[src/rtl/regfile_wr_arbiter_pkg.sv]
// Shared types and defaults for the register-file write-port arbiter.
package regfile_wr_arbiter_pkg;

    typedef enum logic [0:0] {
        ST_INIT,
        ST_RUN
    } state_e;

    localparam int unsigned DEF_NREQ = 2;
    localparam int unsigned DEF_DW   = 16;
    localparam int unsigned DEF_AW   = 3;
    localparam int unsigned DEF_NREG = 8;

    localparam logic [DEF_DW-1:0] DEF_INIT_VAL = 16'h0000;

endpackage

[src/rtl/regfile_wr_arbiter_if.sv]
// Requester/register-file bundle around the single write port.
interface regfile_wr_arbiter_if
    import regfile_wr_arbiter_pkg::*;
#(
    parameter int unsigned NREQ = DEF_NREQ,
    parameter int unsigned DW   = DEF_DW,
    parameter int unsigned AW   = DEF_AW
) ();

    logic                 init_start;
    logic [NREQ-1:0]      req_valid;
    logic [NREQ*AW-1:0]   req_adr;
    logic [NREQ*DW-1:0]   req_data;
    logic [NREQ-1:0]      req_ready;
    logic                 we;
    logic [AW-1:0]        W_Adr;
    logic [DW-1:0]        W;
    logic                 init_done;

    modport master (
        output init_start, req_valid, req_adr, req_data,
        input  req_ready, we, W_Adr, W, init_done
    );

    modport slave (
        input  init_start, req_valid, req_adr, req_data,
        output req_ready, we, W_Adr, W, init_done
    );

endinterface

[src/rtl/regfile_wr_arbiter_rr_arbiter.sv]
// Combinational round-robin picker: first requester at or after ptr, wrapping mod N.
module regfile_wr_arbiter_rr_arbiter #(
    parameter int unsigned N  = 2,
    parameter int unsigned IW = (N > 1) ? $clog2(N) : 1
) (
    input  logic [N-1:0]  req,
    input  logic [IW-1:0] ptr,
    output logic [N-1:0]  gnt,
    output logic [IW-1:0] gnt_idx
);

    logic          found;
    logic [IW-1:0] idx;

    always_comb begin
        gnt     = '0;
        gnt_idx = '0;
        found   = 1'b0;
        idx     = '0;
        for (int k = 0; k < int'(N); k++) begin
            idx = IW'((int'(ptr) + k) % int'(N));
            if (!found && req[idx]) begin
                found     = 1'b1;
                gnt[idx]  = 1'b1;
                gnt_idx   = idx;
            end
        end
    end

endmodule

[src/rtl/regfile_wr_arbiter.sv]
// Owns the register-file write port: init sweep after reset, then round-robin write-back.
module regfile_wr_arbiter
    import regfile_wr_arbiter_pkg::*;
#(
    parameter int unsigned   NREQ     = DEF_NREQ,
    parameter int unsigned   DW       = DEF_DW,
    parameter int unsigned   AW       = DEF_AW,
    parameter int unsigned   NREG     = DEF_NREG,
    parameter logic [DW-1:0] INIT_VAL = DW'(DEF_INIT_VAL)
) (
    input  logic                 clk,
    input  logic                 reset,
    regfile_wr_arbiter_if.slave  bus
);

    localparam int unsigned   PW       = (NREQ > 1) ? $clog2(NREQ) : 1;
    localparam logic [AW-1:0] LAST_REG = AW'(NREG - 1);
    localparam logic [PW-1:0] LAST_REQ = PW'(NREQ - 1);

    state_e          state;
    logic [AW-1:0]   cnt;
    logic [PW-1:0]   ptr;
    logic            we_q;
    logic [AW-1:0]   wadr_q;
    logic [DW-1:0]   wdata_q;
    logic            init_done_q;

    logic [NREQ-1:0] gnt;
    logic [PW-1:0]   gnt_idx;
    logic            grant_en;
    logic            xfer;
    logic [AW-1:0]   sel_adr;
    logic [DW-1:0]   sel_data;

    regfile_wr_arbiter_rr_arbiter #(
        .N  (NREQ),
        .IW (PW)
    ) u_rr (
        .req     (bus.req_valid),
        .ptr     (ptr),
        .gnt     (gnt),
        .gnt_idx (gnt_idx)
    );

    // A pending init_start suppresses the grant so nothing is lost across the sweep.
    assign grant_en      = (state == ST_RUN) && !bus.init_start;
    assign bus.req_ready = grant_en ? gnt : '0;
    assign xfer          = grant_en && (|bus.req_valid);

    always_comb begin
        sel_adr  = '0;
        sel_data = '0;
        for (int i = 0; i < int'(NREQ); i++) begin
            if (gnt[i]) begin
                sel_adr  = bus.req_adr[i*AW +: AW];
                sel_data = bus.req_data[i*DW +: DW];
            end
        end
    end

    always_ff @(posedge clk or negedge reset) begin
        if (!reset) begin
            state       <= ST_INIT;
            cnt         <= '0;
            ptr         <= '0;
            we_q        <= 1'b0;
            wadr_q      <= '0;
            wdata_q     <= '0;
            init_done_q <= 1'b0;
        end else begin
            unique case (state)
                ST_INIT: begin
                    we_q    <= 1'b1;
                    wadr_q  <= cnt;
                    wdata_q <= INIT_VAL;
                    if (cnt == LAST_REG) begin
                        state       <= ST_RUN;
                        cnt         <= '0;
                        init_done_q <= 1'b1;
                    end else begin
                        cnt <= cnt + 1'b1;
                    end
                end
                ST_RUN: begin
                    if (bus.init_start) begin
                        state       <= ST_INIT;
                        cnt         <= '0;
                        init_done_q <= 1'b0;
                        we_q        <= 1'b0;
                    end else if (xfer) begin
                        we_q    <= 1'b1;
                        wadr_q  <= sel_adr;
                        wdata_q <= sel_data;
                        ptr     <= (gnt_idx == LAST_REQ) ? '0 : gnt_idx + 1'b1;
                    end else begin
                        we_q <= 1'b0;
                    end
                end
                default: state <= ST_INIT;
            endcase
        end
    end

    assign bus.we        = we_q;
    assign bus.W_Adr     = wadr_q;
    assign bus.W         = wdata_q;
    assign bus.init_done = init_done_q;

endmodule

[src/flat_wrapper.sv]
// flat-port wrapper written by rule: the top's interface ports become plain ports
module regfile_wr_arbiter_flat import regfile_wr_arbiter_pkg::*;
#(
    parameter int unsigned   NREQ     = DEF_NREQ,
    parameter int unsigned   DW       = DEF_DW,
    parameter int unsigned   AW       = DEF_AW,
    parameter int unsigned   NREG     = DEF_NREG,
    parameter logic [DW-1:0] INIT_VAL = DW'(DEF_INIT_VAL)
)
  (clk, reset, bus_init_start, bus_req_valid, bus_req_adr, bus_req_data, bus_req_ready, bus_we, bus_W_Adr, bus_W, bus_init_done);
  regfile_wr_arbiter_if #(.NREQ(NREQ), .DW(DW), .AW(AW)) bus_i ();
  input  logic clk;
  input  logic reset;
  input wire logic [$bits(bus_i.init_start)-1:0] bus_init_start;
  input wire logic [$bits(bus_i.req_valid)-1:0] bus_req_valid;
  input wire logic [$bits(bus_i.req_adr)-1:0] bus_req_adr;
  input wire logic [$bits(bus_i.req_data)-1:0] bus_req_data;
  output wire logic [$bits(bus_i.req_ready)-1:0] bus_req_ready;
  output wire logic [$bits(bus_i.we)-1:0] bus_we;
  output wire logic [$bits(bus_i.W_Adr)-1:0] bus_W_Adr;
  output wire logic [$bits(bus_i.W)-1:0] bus_W;
  output wire logic [$bits(bus_i.init_done)-1:0] bus_init_done;
  assign bus_i.init_start = bus_init_start;
  assign bus_i.req_valid = bus_req_valid;
  assign bus_i.req_adr = bus_req_adr;
  assign bus_i.req_data = bus_req_data;
  assign bus_req_ready = bus_i.req_ready;
  assign bus_we = bus_i.we;
  assign bus_W_Adr = bus_i.W_Adr;
  assign bus_W = bus_i.W;
  assign bus_init_done = bus_i.init_done;
  regfile_wr_arbiter #(.NREQ(NREQ), .DW(DW), .AW(AW), .NREG(NREG), .INIT_VAL(INIT_VAL)) u_core (.clk(clk), .reset(reset), .bus(bus_i));
endmodule
[config.mk]
export PLATFORM = sky130hd
export DESIGN_NAME = regfile_wr_arbiter_flat
export DESIGN_NICKNAME = d
export VERILOG_FILES = /design/src/rtl/regfile_wr_arbiter_pkg.sv /design/src/rtl/regfile_wr_arbiter_if.sv /design/src/rtl/regfile_wr_arbiter_rr_arbiter.sv /design/src/rtl/regfile_wr_arbiter.sv /design/src/flat_wrapper.sv
export SDC_FILE = /design/constraint.sdc
export NUM_CORES = 1
export LEC_CHECK = 0
export ABC_AREA = 1
export CAP_MARGIN = 40
export CORE_MARGIN = 5
export CORE_UTILIZATION = 40
export DETAILED_ROUTE_END_ITERATION = 8
export PLACE_DENSITY = 0.83
export SYNTH_ARGS = -nofsm -noshare
export SYNTH_HDL_FRONTEND = slang
export SYNTH_HIERARCHICAL = 1
export SYNTH_SLANG_ARGS = --single-unit
[constraint.sdc]
create_clock -name clk -period 1.7 [get_ports clk]
set_input_delay 0.34 -clock clk [delete_from_list [all_inputs] [get_ports clk]]
set_output_delay 0.34 -clock clk [all_outputs]
set_load 0.01 [all_outputs]
==> run_results.csv, run 1 <==
group,metric,value,unit
yosys,synth_area_leaders,"dfrtp_1 43%, nand2_1 19%, nand3_2 13%",
yosys,synth_area_leader_cell,"dfrtp_1",
yosys,synth.cells.most_frequent,"78 x nand2_1, 26 x dfrtp_1, 22 x nand3_1, 19 x nand3_2, 8 x inv_1",
critical_path,rr_worst_depth,6,
yosys,async_flop_share,1.00,
critical_path,cp-start-kind,"register",
place,port-buffer-count,65,
drt,drc_errors,0,
critical_path,cp.depth,1,
clock_tree,clkTransAtPathRegs,0.09,ns
flow_run,drv_cap,0,
critical_path,crit_path_end_kind,"output port",
pwr,max-vdd-ir-drop,780,µV
clock_tree,cts_sinks,26,
critical_path,cp.arrival,1.20,ns
global_route,grt_max_degree,27,
timing,finalClockSkew,0.00179,ns
pwr,pwr-share-comb,0.494,
floorplanning,fp.dieH,71.3,µm
drt,first_pass_iters,4,
critical_path,crit_slowest_cell,"clkdlybuf4s50_1",
final_layout,antenna_cells,0,
floorplanning,num_rows,22,
pwr,p_sw_frac,0.384,
floorplanning,fp.dieArea,5080,µm²
run_status,status,"finished, final reports clean",
critical_path,crit_family,"buffers and inverters",
pwr,p_int,1540,µW
floorplanning,die_width,71.3,µm
yosys,postSynthNetCount,231,
global_route,antenna_found_initial,0,
pwr,p_sw,957,µW
yosys,yosysTopAreaCellShare,0.433,
final_layout,fin_nets,304,
drt,wire_per_inst,12.8,µm
final_layout,post-route-util,0.635,
global_route,grt_pass1_wl,6650,µm
yosys,seq_area_frac_synth,0.433,
floorplanning,coreArea,3660,µm²
yosys,synth_flop_cell,"dfrtp_1",
yosys,synth_area,1500,µm²
timing,max_slew.worst_pin.slew,0.391,ns
timing,hold_viol,0,
timing,min_period,1.54,ns
place,place_congestion,0.779,
critical_path,required,1.36,ns
pwr,p_total,2490,µW
clock_tree,numCtsBuffers,3,
critical_path,cpPeakStageDelay,0.55,ns
drt,finalWirelength,3930,µm
timing,finalCritPeriodShare,0.908,
place,hpwl,2950,µm
pwr,pwr-share-clk,0.155,
drt,drt-initial-drc-count,50,
drt,ant_nets,0,
timing,rsz0062_at_grt,"false",
pwr,power_leakage,0.00115,µW
yosys,synth_cell_types,20,
critical_path,cp_max_fo,2,
yosys,yosysMostFrequentCell,"nand2_1",
yosys,ys_ff_latch,26,
yosys,synth_edf_count,0,
floorplanning,initial_core_util,0.410,
yosys,synth.avg_cell_area,8.07,µm²
clock_tree,clk_latency,0.26,ns
critical_path,crit_chain,"clkdlybuf4s50_1",
yosys,syn_inst,186,
floorplanning,io_pins,66,
pwr,power_density,1070,nW/µm²
final_layout,finalInstanceArea,2320,µm²
global_route,overflow,0,
timing,slew_headroom,0.736,
timing,setup_viol,0,
global_route,grtUsageTotal,0.161,
drt,via_per_inst,4.72,
global_route,grt_pass1_vias,1477,
clock_tree,cts.htree.levels,1,
clock_tree,cts_tree,"built",
yosys,synth_warnings,6,
critical_path,crit_buf_inv,1,
timing,fmax,648,MHz
pwr,seq_power_share,0.351,
final_layout,fill_cells,329,
clock_tree,clockBufferDepth,2,
timing,hold_ws,0.439,ns
drt,vias,1444,
final_layout,area_growth_syn_to_layout,54.8,%
timing,drv_slew,0,
worst_hold_path,min_path_type,"primary input to async pin",
place,dpl-instance-area,2270,µm²
clock_tree,root_buffer,"clkbuf_8",
critical_path,crit_type,"register to output port",
final_layout,layout-drive-gt1-share,0.182,
clock_tree,holdBufCountCts,0,
## cells in the final DEF (no fill, tap or decap)
| cell | count |
|---|---|
| o22ai_1 | 1 |
| o21ai_0 | 3 |
| inv_1 | 8 |
| nand2_1 | 78 |
| a21oi_1 | 6 |
| a21oi_2 | 1 |
| dlymetal6s2s_1 | 2 |
| nor2_8 | 1 |
| nand2_4 | 1 |
| clkdlybuf4s50_1 | 61 |
| nand3_2 | 19 |
| nor2_1 | 2 |
| nand3_1 | 22 |
| dfrtp_1 | 26 |
| o21ai_2 | 1 |
| ha_1 | 2 |
| nor2_2 | 1 |
| buf_4 | 12 |
| buf_2 | 2 |
| clkbuf_8 | 4 |
| inv_4 | 1 |
| buf_12 | 2 |
| a21boi_2 | 1 |
| inv_2 | 1 |
## sequential cells by signal (all words and copies together), names as in the netlist
name                  cells
u_core/bus.W_Adr          3
u_core/cnt                3
u_core/ptr                1
u_core/bus.init_done      1
u_core/state              1
u_core/bus.W             16
u_core/bus.we             1
## routing by layer
| layer | track usage | wire [µm] | share of wire |
|---|---|---|---|
| met5 | 0 | 0 | 0 |
| met4 | 0.0376 | 29 | 0.0074 |
| met3 | 0.0379 | 270 | 0.069 |
| met2 | 0.276 | 1880 | 0.48 |
| met1 | 0.205 | 1750 | 0.45 |
## final cells by class
cell class,count,area (µm²),area share
Inverter,10,40.0,0.0172
Clock buffer,4,55.1,0.0237
Sequential cell,26,651,0.280
Tap cell,48,60.1,0.0258
Timing Repair Buffer,79,776,0.334
Multi-Input combinational cell,139,743,0.320
## through the flow
| step | cells | setup TNS, ns | setup slack (ns) |
|---|---|---|---|
| final | 306 | 0 | 0.157 |
| after global routing | 306 | 0 | 0.0857 |
| after CTS | 306 | 0 | 0.00595 |
| after detailed placement | 302 | -0.904 | -0.413 |
| after global placement | 302 | -0.847 | -0.405 |
| after floorplan | 186 | 0 | 0.341 |
## what timing repair did
action,CTS,global route
gates resized for setup,9,2
setup endpoints to repair,2,2
setup buffers,0,0
pin swaps,0,1
## final timing paths
kind	from	slack [ns]	to
setup / recovery	u_core/bus.W[7]	0.16	bus_W[7]
hold / removal	reset	0.44	u_core/bus.W_Adr[1]
setup reg to reg	u_core/state	0.34	u_core/bus.W_Adr[1]
hold reg to reg	u_core/bus.W[14]	0.51	u_core/bus.W[14]
max in group asynchronous	reset	1.01	u_core/bus.W[1]
min in group clk	bus_req_valid[1]	0.49	u_core/ptr
## cell families after synthesis
| group | count (synthesis) | share of synthesized area |
|---|---|---|
| AND/OR/NAND/NOR | 124 | 0.425 |
| flip-flops | 26 | 0.433 |
| buffers and inverters | 21 | 0.0742 |
| adder cells (fa/ha/maj) | 2 | 0.0167 |
| AO/OA/AOI/OAI | 13 | 0.0508 |
## power groups by stage
stage,combinational (µW),sequential [µW],clock (µW)
6_report,1230,875,386
5_1_grt,1370,898,424
4_1_cts,1250,879,393
3_5_place_dp,1240,891,0
3_3_place_gp,1210,884,0
2_1_floorplan,682,926,0
Power figures use the tool's default switching activity.
==> run 2: changes to the inputs <==
--- a/config.mk
+++ b/config.mk
@@ -12,4 +12,5 @@
 export DETAILED_ROUTE_END_ITERATION = 8
 export PLACE_DENSITY = 0.83
+export REMOVE_ABC_BUFFERS = 1
 export SYNTH_ARGS = -nofsm -noshare
 export SYNTH_HDL_FRONTEND = slang
==> constraint.sdc (replaced) <==
create_clock -name clk -period 1.7 [get_ports clk]
set_input_delay 0.34 -clock clk [delete_from_list [all_inputs] [get_ports clk]]
set_output_delay 0.34 -clock clk [all_outputs]
set_load 0.05 [all_outputs]
==> run 2 against run 1 <==
  * First-iteration DRC count down 16%
  * Flip-flop and latch count stayed put
  * Core utilization down 0.65 points
  * Cell count fell by 0.65%
  * Clock power increased by 31%
  * Maximum frequency is 5.0% lower
  * Worst setup slack got worse by 0.081 ns
  * Total power rose by 16%
  * Count of clock-buffer cells in the layout shrank 1
  * Sequential power is essentially flat
  * Combinational power rose by 22%
  * Critical path type is now primary input to output port
  * Highest routed layer unchanged
==> run_results.csv, run 2 (synthesis results as in run 1) <==
group,metric,value,unit
drt,via_per_inst,4.73,
timing,finalCritPeriodShare,0.955,
final_layout,fin_nets,302,
place,place_congestion,0.825,
floorplanning,fp.dieH,71.3,µm
drt,drt-initial-drc-count,42,
final_layout,post-route-util,0.629,
critical_path,cp_max_fo,7,
pwr,power_density,1250,nW/µm²
clock_tree,clkTransAtPathRegs,0.09,ns
global_route,antenna_found_initial,0,
critical_path,crit_type,"primary input to output port",
drt,vias,1438,
critical_path,r2r-start,"u_core/state",
flow_run,drv_cap,0,
pwr,p_total,2880,µW
drt,ant_nets,0,
floorplanning,fp.dieArea,5080,µm²
floorplanning,die_width,71.3,µm
critical_path,cp-start-kind,"primary input",
clock_tree,holdBufCountCts,0,
clock_tree,cts_sinks,26,
critical_path,crit_path_end_kind,"output port",
drt,wire_per_inst,12.9,µm
clock_tree,cts.htree.levels,1,
critical_path,cp.arrival,1.28,ns
critical_path,cp-startpoint,"bus_init_start",
timing,fin_tns_setup,0,ns
worst_hold_path,min_path_type,"primary input to async pin",
final_layout,multi_input_area,748,µm²
global_route,overflow,0,
drt,drc_errors,0,
place,hpwl,3030,µm
timing,max_slew.worst_pin.slew,0.471,ns
final_layout,area_growth_syn_to_layout,53.3,%
clock_tree,clockBufferDepth,2,
clock_tree,root_buffer,"clkbuf_8",
global_route,grt_pass1_wl,6420,µm
timing,rsz0062_at_grt,"false",
timing,fmax,616,MHz
timing,slew_headroom,0.683,
pwr,max-vdd-ir-drop,646,µV
place,port-buffer-count,65,
final_layout,final_common_cell,"nand2_1",
final_layout,fill_cells,356,
clock_tree,post-cts-setup-buffers,0,
floorplanning,initial_core_util,0.410,
global_route,grt_max_degree,27,
final_layout,largest_reg_flops,16,
timing,setup_viol,0,
drt,first_pass_iters,4,
final_layout,most-common-layout-cells,"78 x nand2_1, 40 x clkdlybuf4s50_1, 31 x buf_4",
timing,finalClockSkew,0.00274,ns
floorplanning,num_rows,22,
final_layout,layout-drive-gt1-share,0.266,
final_layout,register_area,651,µm²
run_status,status,"finished, final reports clean",
clock_tree,clk_latency,0.26,ns
final_layout,antenna_cells,0,
clock_tree,numCtsBuffers,3,
clock_tree,cts_tree,"built",
floorplanning,coreArea,3660,µm²
global_route,grt_pass1_vias,1407,
timing,hold_viol,0,
drt,finalWirelength,3920,µm
pwr,power_leakage,0.00117,µW
critical_path,required,1.36,ns
floorplanning,io_pins,66,
timing,drv_slew,0,
timing,min_period,1.62,ns
global_route,grtUsageTotal,0.156,
==> run 2: power breakdown <==
group,internal [µW],switching (µW)
clock,315,190
sequential,775,102
combinational,526,976
==> run 2: critical path: stages <==
cell and delay (ns):
clkdlybuf4s50_1 0.42, inv_1 0.10, nand2_4 0.10, nor2_2 0.17, buf_12 0.15
==> run 2: through the flow <==
| step | hold slack (ns) | setup slack [ns] | instances | cell area [µm²] |
|---|---|---|---|---|
| 6_report | 0.436 | 0.0757 | 304 | 2300 |
| 2_1_floorplan | 0.0444 | -1.02 | 175 | 1430 |
| 5_1_grt | 0.464 | 0.00939 | 304 | 2300 |
| 3_3_place_gp | 0.488 | -0.122 | 300 | 2220 |
| 3_5_place_dp | 0.502 | -0.109 | 300 | 2220 |
| 4_1_cts | 0.445 | 0.0646 | 304 | 2300 |
==> run 2: worst paths after layout <==
check,to,slack [ns],cells past startpoint
max in group asynchronous,u_core/bus.we,1.01,2
min in group clk,u_core/bus.W[11],0.51,2
setup reg to reg,u_core/bus.W_Adr[1],0.32,6
hold reg to reg,u_core/bus.W[11],0.51,2
setup / recovery,bus_req_ready[0],0.08,5
hold / removal,u_core/bus.W[11],0.44,2
==> run 2: timing repair <==
| action | CTS | global route |
|---|---|---|
| hold endpoints to repair | 0 | 0 |
| setup endpoints to repair | 2 | 0 |
| gates resized for setup | 5 | 0 |
==> run 2: area by class of cell <==
cell class,count,share of cell area
inverters,10,0.0174
multi-input cells,139,0.325
well taps,48,0.0261
repair buffers,77,0.318
clock buffers,3,0.0179
clock inverters,1,0.0131
flip-flops and latches,26,0.283
==> run 2: metal layers <==
layer  wire length (µm)  vias to the layer above  part of all wire  GRT usage
met1               1610                      660              0.41      0.195
met5                  0                        -                 0          0
met3                244                        2             0.062     0.0252
li1                   -                      740                 -          -
met4                 29                        0            0.0074     0.0376
met2               2040                       36              0.52      0.279
==> run 3: changes to the inputs <==
- CORE_UTILIZATION: 40 -> 42
- PLACE_DENSITY: 0.83 -> 0.86
==> run 3 against run 2 <==
  * Maximum frequency down 0.74%
  * Die area fell by 4.1%
  * Sequential power about the same
  * Cell count stayed put
  * First-iteration DRC count grew 100%
  * Sequential share of layout area up 0.062 points
  * Cell area shrank 0.22%
  * Routed wire length down 3.2%
  * Worst setup slack got worse by 0.012 ns
  * Critical path depth unchanged
  * Critical endpoint is now bus_req_ready[1]
==> run_results.csv, run 3 (synthesis results as in run 1) <==
group,metric,value,unit
clock_tree,clockBufferDepth,2,
clock_tree,cts_tree,"built",
timing,hold_viol,0,
critical_path,cp_max_fo,3,
final_layout,area_growth_syn_to_layout,52.9,%
floorplanning,fp.dieH,69.8,µm
critical_path,cp.arrival,1.30,ns
timing,finalClockSkew,0.00109,ns
final_layout,antenna_cells,0,
timing,drv_slew,0,
global_route,overflow,0,
final_layout,finalInstanceArea,2300,µm²
timing,max_slew.worst_pin.slew,0.467,ns
place,dpl-instance-area,2220,µm²
drt,drc_errors,0,
clock_tree,numCtsBuffers,3,
timing,rsz0062_at_grt,"true",
floorplanning,initial_core_util,0.443,
clock_tree,root_buffer,"clkbuf_4",
run_status,status,"finished, final reports clean",
final_layout,fin_nets,304,
place,port-buffer-count,65,
floorplanning,io_pins,66,
place,hpwl,2830,µm
final_layout,final-instance-count-excl-fill,304,
critical_path,crit_type,"register to output port",
floorplanning,coreArea,3390,µm²
critical_path,rrSetupSlack,0.24,ns
floorplanning,die_width,69.8,µm
floorplanning,num_rows,21,
timing,setup_viol,0,
drt,vias,1450,
clock_tree,cts.htree.levels,1,
final_layout,largest_reg_flops,16,
timing,min_period,1.64,ns
global_route,grt_max_degree,27,
timing,slew_headroom,0.686,
timing,fmax,611,MHz
pwr,power_leakage,0.00117,µW
clock_tree,cts_sinks,26,
clock_tree,clkTransAtPathRegs,0.14,ns
timing,fin_tns_setup,0,ns
critical_path,required,1.36,ns
timing,finalCritPeriodShare,0.963,
pwr,power_density,1200,nW/µm²
worst_hold_path,min_path_type,"primary input to async pin",
final_layout,final_common_cell,"nand2_1",
floorplanning,fp.dieArea,4870,µm²
place,dp_cells,297,
drt,finalWirelength,3800,µm
global_route,grt_pass1_wl,6460,µm
final_layout,most-common-layout-cells,"78 x nand2_1, 40 x clkdlybuf4s50_1, 33 x buf_4",
drt,wire_per_inst,12.5,µm
pwr,p_total,2750,µW
timing,hold_ws,0.369,ns
clock_tree,clk_latency,0.31,ns
drt,first_pass_iters,4,
flow_run,drv_cap,0,
place,place_congestion,0.791,
global_route,antenna_found_initial,0,
global_route,grtUsageTotal,0.161,
pwr,max-vdd-ir-drop,521,µV
critical_path,cp-start-kind,"register",
critical_path,crit_path_end_kind,"output port",
drt,drt-initial-drc-count,85,
global_route,grt_pass1_vias,1406,
drt,via_per_inst,4.77,
final_layout,layout-drive-gt1-share,0.283,
drt,ant_nets,0,
==> run 3: changes by cell type in the layout (fill, tap and decap cells not counted), sizes merged <==
cell,before,now
buf,35,37
clkbuf,3,4
bufinv,1,0
==> run 3: path summary, 6_finish.rpt <==
check                                start              endpoint  cells after the start
max reg2reg                     u_core/ptr   u_core/bus.W_Adr[2]                      8
max in group asynchronous            reset          u_core/state                      2
min in group clk           u_core/bus.W[2]       u_core/bus.W[2]                      2
min reg2reg                u_core/bus.W[2]       u_core/bus.W[2]                      2
min                                  reset  u_core/bus.init_done                      2
max                             u_core/ptr      bus_req_ready[1]                      5
==> run 3: layout make-up <==
| type | count | area, µm² |
|---|---|---|
| tap | 46 | 57.6 |
| inverter | 10 | 40.0 |
| sequential | 26 | 651 |
| fill | 289 | 1090 |
| timing repair buffer | 79 | 746 |
| clock buffer | 4 | 36.3 |
| multi-input combinational | 139 | 766 |
==> run 3: critical path, cell delays in order (launching register included) <==
cell and delay, ns:
dfrtp_1 0.42, inv_2 0.07, a21oi_4 0.16, inv_2 0.07, nor2_4 0.11, buf_12 0.14
==> run 3: routing by layer <==
metal  wire length [µm]  GRT usage
met5                  0          0
met2               1870      0.276
met1               1610      0.191
met4                 42     0.0574
met3                278     0.0449
==> run 3: timing repair <==
action / in CTS / in global routing
hold buffers: 0 / 0
hold endpoints to repair: 0 / 0
setup endpoints to repair: 2 / 2
buffers inserted: 1 / 2
resized for setup: 5 / 5
gates cloned: 0 / 0
pin swaps: 0 / 4
==> run 3: metrics by stage <==
step	setup slack (ns)	utilization
global route	-0.0268	0.677
finish	0.0635	0.677
floorplan	-1.02	-
global placement	-0.137	0.654
CTS	0.0309	0.669
detailed placement	-0.161	0.654
==> run 3: power breakdown <==
part / internal, µW / switching (µW)
registers: 774 / 102
clock network: 131 / 180
logic: 570 / 992
